File: src/rtl/prog_mem_loader_pkg.sv
// Shared definitions for the program memory / boot loader slice: bus widths
// common with the control unit, loader state encoding and stream byte order.
package prog_mem_loader_pkg;

  localparam int DATA_W_DEF = 16;
  localparam int ADR_W_DEF  = 6;
  localparam int BYTE_W     = 8;

  // Stream words arrive high byte first.
  localparam bit HI_BYTE_FIRST = 1'b1;

  typedef enum logic [1:0] {
    ST_IDLE  = 2'd0,
    ST_RX_HI = 2'd1,
    ST_RX_LO = 2'd2,
    ST_WR    = 2'd3
  } ld_state_e;

  function automatic logic [2*BYTE_W-1:0] pack_word(
    input logic [BYTE_W-1:0] first_b,
    input logic [BYTE_W-1:0] second_b
  );
    pack_word = HI_BYTE_FIRST ? {first_b, second_b} : {second_b, first_b};
  endfunction

endpackage

File: src/rtl/prog_mem_loader_spram.sv
// Synchronous single-write-port RAM with a registered, resettable read port.
// Contents are never reset so a loaded program survives a reset.
module spram_sync #(
  parameter int DATA_W = 16,
  parameter int ADR_W  = 6,
  parameter int DEPTH  = 2**ADR_W
) (
  input  logic              clk_i,
  input  logic              rst_ni,
  input  logic              we_i,
  input  logic [ADR_W-1:0]  waddr_i,
  input  logic [DATA_W-1:0] wdata_i,
  input  logic              re_i,
  input  logic [ADR_W-1:0]  raddr_i,
  output logic [DATA_W-1:0] rdata_o
);

  logic [DATA_W-1:0] mem_q [DEPTH];
  logic [DATA_W-1:0] rdata_q;

  always_ff @(posedge clk_i) begin
    if (we_i) begin
      mem_q[waddr_i] <= wdata_i;
    end
  end

  // Output register only updates on a read strobe, so it holds otherwise.
  always_ff @(posedge clk_i or negedge rst_ni) begin
    if (!rst_ni) begin
      rdata_q <= '0;
    end else if (re_i) begin
      rdata_q <= mem_q[raddr_i];
    end
  end

  assign rdata_o = rdata_q;

endmodule

File: src/rtl/prog_mem_loader.sv
// Program/data RAM responder for the control unit bus plus a byte-stream boot
// loader that owns the RAM (and holds boot high) while a program is loaded.
module prog_mem_loader
  import prog_mem_loader_pkg::*;
#(
  parameter int DATA_W        = DATA_W_DEF,
  parameter int ADR_W         = ADR_W_DEF,
  parameter int DEPTH         = 2**ADR_W,
  parameter int LOAD_WORDS    = 2**ADR_W,
  parameter bit BOOT_ON_RESET = 1'b0
) (
  input  logic              clk_i,
  input  logic              rst_ni,
  input  logic              ce_i,
  input  logic [ADR_W-1:0]  adr_i,
  input  logic              enable_mem_i,
  input  logic              w_mem_i,
  input  logic [DATA_W-1:0] data_w_i,
  output logic [DATA_W-1:0] data_r_o,
  input  logic              start_load_i,
  input  logic [BYTE_W-1:0] rx_data_i,
  input  logic              rx_valid_i,
  output logic              rx_ready_o,
  output logic              boot_o,
  output logic              load_done_o
);

  localparam logic [ADR_W-1:0] LAST_PTR    = ADR_W'(LOAD_WORDS - 1);
  localparam ld_state_e        RESET_STATE = BOOT_ON_RESET ? ST_RX_HI : ST_IDLE;

  ld_state_e         state_q;
  logic [ADR_W-1:0]  load_ptr_q;
  logic [BYTE_W-1:0] hi_byte_q;
  logic              boot_q;
  logic              load_done_q;

  logic              rx_state;
  logic              cpu_ok;
  logic              cpu_wr;
  logic              cpu_rd;
  logic              loader_wr;
  logic [DATA_W-1:0] word_d;
  logic              ram_we_d;
  logic [ADR_W-1:0]  ram_waddr_d;
  logic [DATA_W-1:0] ram_wdata_d;

  assign rx_state   = (state_q == ST_RX_HI) || (state_q == ST_RX_LO);
  assign rx_ready_o = ce_i & rx_state;

  // The CPU bus is only live while the loader is parked and the clock is enabled.
  assign cpu_ok    = ce_i & ~boot_q;
  assign cpu_wr    = cpu_ok & enable_mem_i & w_mem_i;
  assign cpu_rd    = cpu_ok & enable_mem_i & ~w_mem_i;
  assign loader_wr = rx_ready_o & rx_valid_i & (state_q == ST_RX_LO);
  assign word_d    = DATA_W'(pack_word(hi_byte_q, rx_data_i));

  // loader_wr implies boot_q=1, so the two writers never collide.
  always_comb begin
    ram_we_d    = loader_wr | cpu_wr;
    ram_waddr_d = adr_i;
    ram_wdata_d = data_w_i;
    if (loader_wr) begin
      ram_waddr_d = load_ptr_q;
      ram_wdata_d = word_d;
    end
  end

  spram_sync #(
    .DATA_W (DATA_W),
    .ADR_W  (ADR_W),
    .DEPTH  (DEPTH)
  ) u_ram (
    .clk_i   (clk_i),
    .rst_ni  (rst_ni),
    .we_i    (ram_we_d),
    .waddr_i (ram_waddr_d),
    .wdata_i (ram_wdata_d),
    .re_i    (cpu_rd),
    .raddr_i (adr_i),
    .rdata_o (data_r_o)
  );

  always_ff @(posedge clk_i or negedge rst_ni) begin
    if (!rst_ni) begin
      state_q     <= RESET_STATE;
      load_ptr_q  <= '0;
      hi_byte_q   <= '0;
      boot_q      <= BOOT_ON_RESET;
      load_done_q <= 1'b0;
    end else if (ce_i) begin
      load_done_q <= 1'b0;
      case (state_q)
        ST_IDLE: begin
          if (start_load_i) begin
            state_q    <= ST_RX_HI;
            load_ptr_q <= '0;
            boot_q     <= 1'b1;
          end
        end
        ST_RX_HI: begin
          if (rx_valid_i) begin
            hi_byte_q <= rx_data_i;
            state_q   <= ST_RX_LO;
          end
        end
        ST_RX_LO: begin
          if (rx_valid_i) begin
            state_q <= ST_WR;
          end
        end
        ST_WR: begin
          // boot drops on the same edge that load_done rises.
          if (load_ptr_q == LAST_PTR) begin
            state_q     <= ST_IDLE;
            boot_q      <= 1'b0;
            load_done_q <= 1'b1;
          end else begin
            load_ptr_q <= load_ptr_q + 1'b1;
            state_q    <= ST_RX_HI;
          end
        end
        default: state_q <= ST_IDLE;
      endcase
    end
  end

  assign boot_o      = boot_q;
  assign load_done_o = load_done_q;

endmodule
File: config.mk
export PLATFORM = sky130hd
export DESIGN_NAME = prog_mem_loader
export DESIGN_NICKNAME = d
export VERILOG_FILES = /design/src/rtl/prog_mem_loader_pkg.sv /design/src/rtl/prog_mem_loader_spram.sv /design/src/rtl/prog_mem_loader.sv
export SDC_FILE = /design/constraint.sdc
export NUM_CORES = 1
export LEC_CHECK = 0
export CAP_MARGIN = 10
export CORE_ASPECT_RATIO = 1.4
export CORE_UTILIZATION = 56
export DETAILED_ROUTE_END_ITERATION = 7
export GPL_ROUTABILITY_DRIVEN = 1
export HOLD_SLACK_MARGIN = 0.06
export PLACE_DENSITY_LB_ADDON = 0.3
export SLEW_MARGIN = 10
export SYNTH_ARGS = -nofsm -noshare
export SYNTH_HDL_FRONTEND = slang
export SYNTH_SLANG_ARGS = --single-unit
File: constraint.sdc
create_clock -name clk_i -period 2.9 [get_ports clk_i]
set_input_delay 0.87 -clock clk_i [delete_from_list [all_inputs] [get_ports clk_i]]
set_output_delay 0.87 -clock clk_i [all_outputs]
set_load 0.1 [all_outputs]
==> results.md, run 1 <==
- Status: complete, no violations
- Final Power: 33,810 µW
- Core Rows: 117
- Crit path cell chain: clkdlybuf4s50_1 -> buf_4 -> nand2_1 -> buf_12 -> a2111oi_0 -> buf_4 -> a31oi_1 -> o211ai_1 -> a221o_1
- P&R area growth vs syn: 21.63%
- Internal power: 25,880 µW
- Placer Congestion: 0.9479
- CP Launch Type: primary input
- IO buf count: 55
- Slew Limit Headroom: 20.61%
- Req. time, crit path: 3.50 ns
- Routed Antenna Nets: 0
- Buf/Inv on CP: 4
- Static leakage: 0.01686 µW
- Vias in the first global route: 22,370
- TritonCTS clock tree: yes
- RSZ-0062 raised after global routing: no
- Final setup fails: 0
- Top Ports: 56
- Number of synthesized flops with an enable pin: 1,024
- GR Util All Layers: 28.68%
- CTS Buffer Depth: 3
- Pin count of the biggest net entering global routing: 41
- Synth Register Bits: 1,058
- Wire length on met2: 57,110 µm
- Final Slew Violations: 0
- Net count after synthesis: 2,112
- Met3 Wirelength: 6003 µm
- Initial Util: 56.69%
- Global-route wire length before repair: 150,600 µm
- Slowest cell delay on critical path: 0.83 ns
- Slowest CP cell: a2111oi_0
- Count leader, synth: edfxtp_1
- Worst setup path class: primary input to register
- Achievable Freq: 0.3470 GHz
- Fillcell total: 4,238
- Yosys top cell area share: 74.55%
- CP Capture Type: register
- Clock Power Share: 37.1%
- CP delay by family, top: compound AO/OA/AOI/OAI gates
- Fin. Hold Viols: 0
- Most used cell, CP: buf_4
- # H-tree levels: 3
- Number of nets in the layout: 2,431
- Ys async rst share: 3.214%
- Drt first-iter violations: 2,353
- Die height: 323.1 µm
- Detailed Route WL: 104,700 µm
- Syn avg cell area: 19.94 µm²
- Skew-Pair Late Insertion Delay: 0.67 ns
- Switching part of the total: 23.46%
- Switch Pwr: 7931 µW
- CTS Root Cell: clkbuf_16
- Combinational power share: 11.1%
- Distinct cells, synth: 42
- First-pass DRT Iterations: 6
- Via Count: 21,680
- Post-Syn Instances: 2,069
- CTS Hold Bufs: 0
- VDD IR-drop max: 0.0005128 V
- Vias/cell: 6.347
- Total CTS buffers: 92
- Clock slew at reported path FFs: 0.07 ns
- Core area: 72,760 µm²
- Highest metal used: met4
- Max cap viols: 0
- Avg WL per Cell: 30.65 µm
- GR Overflow Total: 0
- Cell Area, Synth: 41,250 µm²
- Final setup TNS: 0 ns
- Final min period: 2.882 ns
- Core Util, Final: 68.95%
- Seq/Total Area, Yosys: 76.61%
- Sequential power share: 51.8%
- Top cells by instance count after synthesis: edfxtp_1 (1,024), mux2i_1 (226), mux4_2 (160)
- Detailed Place HPWL: 70,750 µm
- Die area: 74,760 µm²
- Main flop type after synthesis: edfxtp_1
- Cell taking the most area after synthesis: edfxtp_1
- Worst Hold Class: primary input to asynchronous set/reset pin
- Post-route setup slack: 0.01836 ns
- Diodes inserted: 0
- Reg2reg setup slack: 0.11 ns
- Synth area leaders: edfxtp_1 (75%), mux4_2 (8.7%), mux2i_1 (5.5%), dfrtp_1 (2.1%), a22oi_1 (1.5%)
- Placed inst area: 47,070 µm²
- Final Cell Area: 50,170 µm²
- Met1 Wirelength: 35,510 µm
- Synth Warn #: 0
- Final Cycle Share: 99.37%
- Share of cells above drive strength 1: 30.28%
- CTS sink cnt: 1,058
- Initial antenna violation count: 0
- WP data arrival: 3.48 ns
- CP max FO: 16
- Residual DRC count: 0
- Worst Tran Pin Value: 1.186 ns
- Pwr dens: 674.0 nW/µm²
- Die Width: 231.4 µm
- Clock Skew: 0.03264 ns
- Pre-CTS WS: -0.6151 ns
==> metrics by stage <==
step	hold WS [ns]	instances
global placement	0.4869	3246
finish	0.3083	3416
CTS	0.2896	3416
floorplan	0.4793	2069
detailed placement	0.4980	3246
global route	0.3505	3416
==> registers in the layout, summed over array words and instances (netlist names) <==
signal         flops
load_done_o        1
state_q            2
boot_o             1
u_ram.rdata_o     16
hi_byte_q          8
load_ptr_q         6
u_ram.mem_q     1024
==> cell usage in the layout, fill, tap and decap left out, types with 18 or more instances in the layout <==
cell type	netlist	final
o21ai_0	24	20
mux2i_1	226	225
mux4_2	160	160
clkdlybuf4s50_1	0	31
a211oi_1	33	33
nor2_4	0	65
buf_4	3	160
nand2_1	74	45
clkbuf_16	0	95
dfrtp_1	34	33
edfxtp_1	1024	1024
a22o_1	19	19
o211ai_1	18	18
a22oi_1	80	80
mux2_2	26	26
nor2b_1	21	19
buf_12	0	148
nand2_2	0	19
nand3_1	27	24
==> cells by family (layout without fill, tap and decap cells) <==
| group | after synthesis | after routing | synth area share [%] |
|---|---|---|---|
| AO/OA/AOI/OAI | 248 | 248 | 4.462 |
| XOR/XNOR | 4 | 4 | 0.08495 |
| multiplexers | 412 | 412 | 14.93 |
| buffers and inverters | 126 | 521 | 1.423 |
| flip-flops | 1058 | 1058 | 76.61 |
| AND/OR/NAND/NOR | 215 | 215 | 2.302 |
| adder cells (fa/ha/maj) | 6 | 6 | 0.1820 |
==> worst paths after layout <==
kind / start / endpoint / depth (start not counted)
max reg2reg: state_q[1]$_DFFE_PN0P_ / u_ram.mem_q[10][8]$_DFFE_PP_ / 8
max in group asynchronous: rst_ni / state_q[0]$_DFFE_PN0P_ / 1
min: rst_ni / hi_byte_q[2]$_DFFE_PN0P_ / 1
max: adr_i[2] / u_ram.rdata_o[8]$_DFFE_PN0P_ / 9
min reg2reg: hi_byte_q[2]$_DFFE_PN0P_ / hi_byte_q[2]$_DFFE_PN0P_ / 1
min in group clk_i: hi_byte_q[2]$_DFFE_PN0P_ / hi_byte_q[2]$_DFFE_PN0P_ / 1
==> routing by layer <==
metal	up-vias	global-route usage [%]
met5	-	0
met4	0	15.88
met3	239	3.579
met2	961	52.28
met1	11290	32.54
li1	9195	-
==> cell type report <==
| cell class | instances | area [µm²] | area share, % |
|---|---|---|---|
| clock inverters | 60 | 655.6 | 1.307 |
| multi-input cells | 885 | 9729 | 19.39 |
| clock buffers | 110 | 2434 | 4.851 |
| inverters | 7 | 26.28 | 0.05238 |
| repair buffers | 344 | 4529 | 9.029 |
| well taps | 952 | 1191 | 2.374 |
| flip-flops and latches | 1058 | 31600 | 62.99 |
==> timing repair <==
item                                    in CTS  in global routing
endpoints found under the setup margin       1                870
setup buffers                                0                  0
resized for setup                            1                  4
hold endpoints to repair                     0                  0
==> power groups by stage <==
stage               Sequential (µW)  Clock, µW  Combinational [µW]
floorplan                     18000          0                1620
finish                        17500      12500                3740
CTS                           17500      12700                3740
detailed placement            17800          0                3720
global route                  17500      13200                3870
global placement              17800          0                3610
No activity file was read; power rests on OpenSTA's default activity.
==> run 2: changes to the inputs <==
Settings changed: CELL_PAD_IN_SITES_DETAIL_PLACEMENT set to 1, CELL_PAD_IN_SITES_GLOBAL_PLACEMENT set to 1, CORE_UTILIZATION 56 to 50, GPL_ROUTABILITY_DRIVEN 1 to 0, GPL_TIMING_DRIVEN set to 0.
==> results.md, run 2 (synthesis gave the netlist of run 1 again) <==
- Final setup TNS: -5.296 ns
- Die area: 83,660 µm²
- Diodes inserted: 0
- Commonest cells after routing, fill and taps aside: edfxtp_1 (1,024), mux2i_1 (223), mux4_2 (160)
- Clock slew at reported path FFs: 0.07 ns
- Die Width: 244.7 µm
- IO buf count: 52
- Core Util, Final: 61.06%
- Internal power: 26,710 µW
- Final setup fails: 182
- Skew-Pair Late Insertion Delay: 0.69 ns
- VDD IR-drop max: 0.0006052 V
- P&R area growth vs syn: 20.80%
- CP max FO: 10
- TritonCTS clock tree: yes
- Worst Hold Class: register to register
- Number of nets in the layout: 2,384
- Top Ports: 56
- Global-route wire length before repair: 168,000 µm
- Detailed Route WL: 121,500 µm
- Die height: 341.8 µm
- Pwr dens: 708.0 nW/µm²
- CP Launch Type: primary input
- Placed inst area: 43,990 µm²
- Via Count: 22,270
- Status: finished, violations left
- CP Capture Type: register
- # H-tree levels: 3
- Detailed Place HPWL: 72,760 µm
- Worst hold slack: 0.5201 ns
- Switching part of the total: 24.28%
- First-pass DRT Iterations: 5
- Commonest non-fill, non-tap cell in the layout: edfxtp_1
- Clock Power Share: 40.0%
- Sequential power share: 49.7%
- Req. time, crit path: 3.45 ns
- Final Slew Violations: 0
- Slew Limit Headroom: 31.24%
- Initial Util: 50.54%
- Combinational power share: 10.4%
- WP data arrival: 3.57 ns
- Final Cell Area: 49,830 µm²
- Post-route setup slack: -0.1186 ns
- Core area: 81,610 µm²
- Clock Skew: 0.04214 ns
- Static leakage: 0.01648 µW
- Initial antenna violation count: 3
- Vias/cell: 6.370
- RSZ-0062 raised after global routing: yes
- Max reg flops: 1,024
- Final Cycle Share: 104.1%
- CTS Root Cell: clkbuf_16
- Avg WL per Cell: 34.76 µm
- Share of cells above drive strength 1: 29.44%
- Achievable Freq: 0.3313 GHz
- Total CTS buffers: 98
- Pre-CTS WS: -1.605 ns
- Largest reg by FF count: u_ram.mem_q
- Routed Antenna Nets: 0
- Switch Pwr: 8567 µW
- Pin count of the biggest net entering global routing: 65
- CTS sink cnt: 1,058
- Max cap viols: 0
- Residual DRC count: 0
- Drt first-iter violations: 2,040
- Failing checks: setup timing
- Core Rows: 124
- Worst setup path class: primary input to register
- Final min period: 3.019 ns
- Fin. Hold Viols: 0
- CTS Buffer Depth: 3
- GR Overflow Total: 0
- Vias in the first global route: 23,550
- GR Util All Layers: 28.64%
- Worst Tran Pin Value: 1.035 ns
-- run 2: cell count changes in the layout (fill, tap and decap cells not counted), sizes merged, moves of 3 or more --
cell,before,now
bufinv,13,20
buf,312,176
clkbuf,110,172
nand2,74,86
clkinv,36,33
clkdlybuf4s15,0,3
dlygate4sd2,0,13
-- run 2: critical path, stage by stage --
cell and delay [ns]:
clkdlybuf4s50_1 0.68, buf_2 0.44, nor2_2 0.17, clkbuf_2 0.31, a31oi_2 0.37, o211ai_1 0.29
a221o_1 0.42
-- run 2: power groups by stage --
stage | Clock (µW) | Combinational (µW) | Sequential, µW
after floorplan | 0 | 1620 | 18000
after global placement | 0 | 2940 | 17900
after detailed placement | 0 | 3200 | 17900
after CTS | 14200 | 3390 | 17500
after global routing | 14700 | 3770 | 17500
final | 14100 | 3650 | 17500
-- run 2: per-layer routing --
layer | part of all wire [%] | global-route usage [%] | up-vias
li1 | - | - | 9109
met1 | 34 | 32.74 | 11810
met2 | 53 | 51.39 | 1030
met3 | 6.2 | 3.773 | 318
met4 | 6.7 | 16.58 | 2
met5 | 0.0099 | 0 | -
-- run 2: metrics by stage --
step | total power, µW | std cells
2_1_floorplan | 19660 | 2069
3_3_place_gp | 20850 | 3192
3_5_place_dp | 21050 | 3200
4_1_cts | 35100 | 3479
5_1_grt | 35960 | 3496
6_report | 35280 | 3496
-- run 2: area by class of cell --
cell class,count,area [µm²]
repair buffers,161,2240
clock inverters,66,885.9
multi-input cells,897,10380
well taps,1071,1340
flip-flops and latches,1058,31600
clock buffers,118,2643
plain buffers,118,709.4
fillers,6861,31780
inverters,7,26.28
-- run 2: worst paths after layout --
path	from	endpoint	slack (ns)	depth (start not counted)
worst min register to register	hi_byte_q[3]$_DFFE_PN0P_	hi_byte_q[3]$_DFFE_PN0P_	0.52	1
worst max register to register	state_q[0]$_DFFE_PN0P_	u_ram.mem_q[61][8]$_DFFE_PP_	0.05	9
max in group asynchronous	rst_ni	u_ram.rdata_o[0]$_DFFE_PN0P_	1.88	3
min in group asynchronous	rst_ni	hi_byte_q[2]$_DFFE_PN0P_	0.57	2
worst min-delay path	hi_byte_q[3]$_DFFE_PN0P_	hi_byte_q[3]$_DFFE_PN0P_	0.52	1
worst max-delay path	adr_i[5]	u_ram.rdata_o[9]$_DFFE_PN0P_	-0.12	7
-- run 2: timing repair --
| action | in CTS | in global routing |
|---|---|---|
| gates resized for setup | 134 | 85 |
| setup endpoints to repair | 2083 | 1589 |
| hold buffers | 1 | 0 |
| setup buffers | 90 | 10 |
| hold endpoints to repair | 4 | 0 |
| pin swaps | 70 | 13 |
| cloned | 5 | 7 |
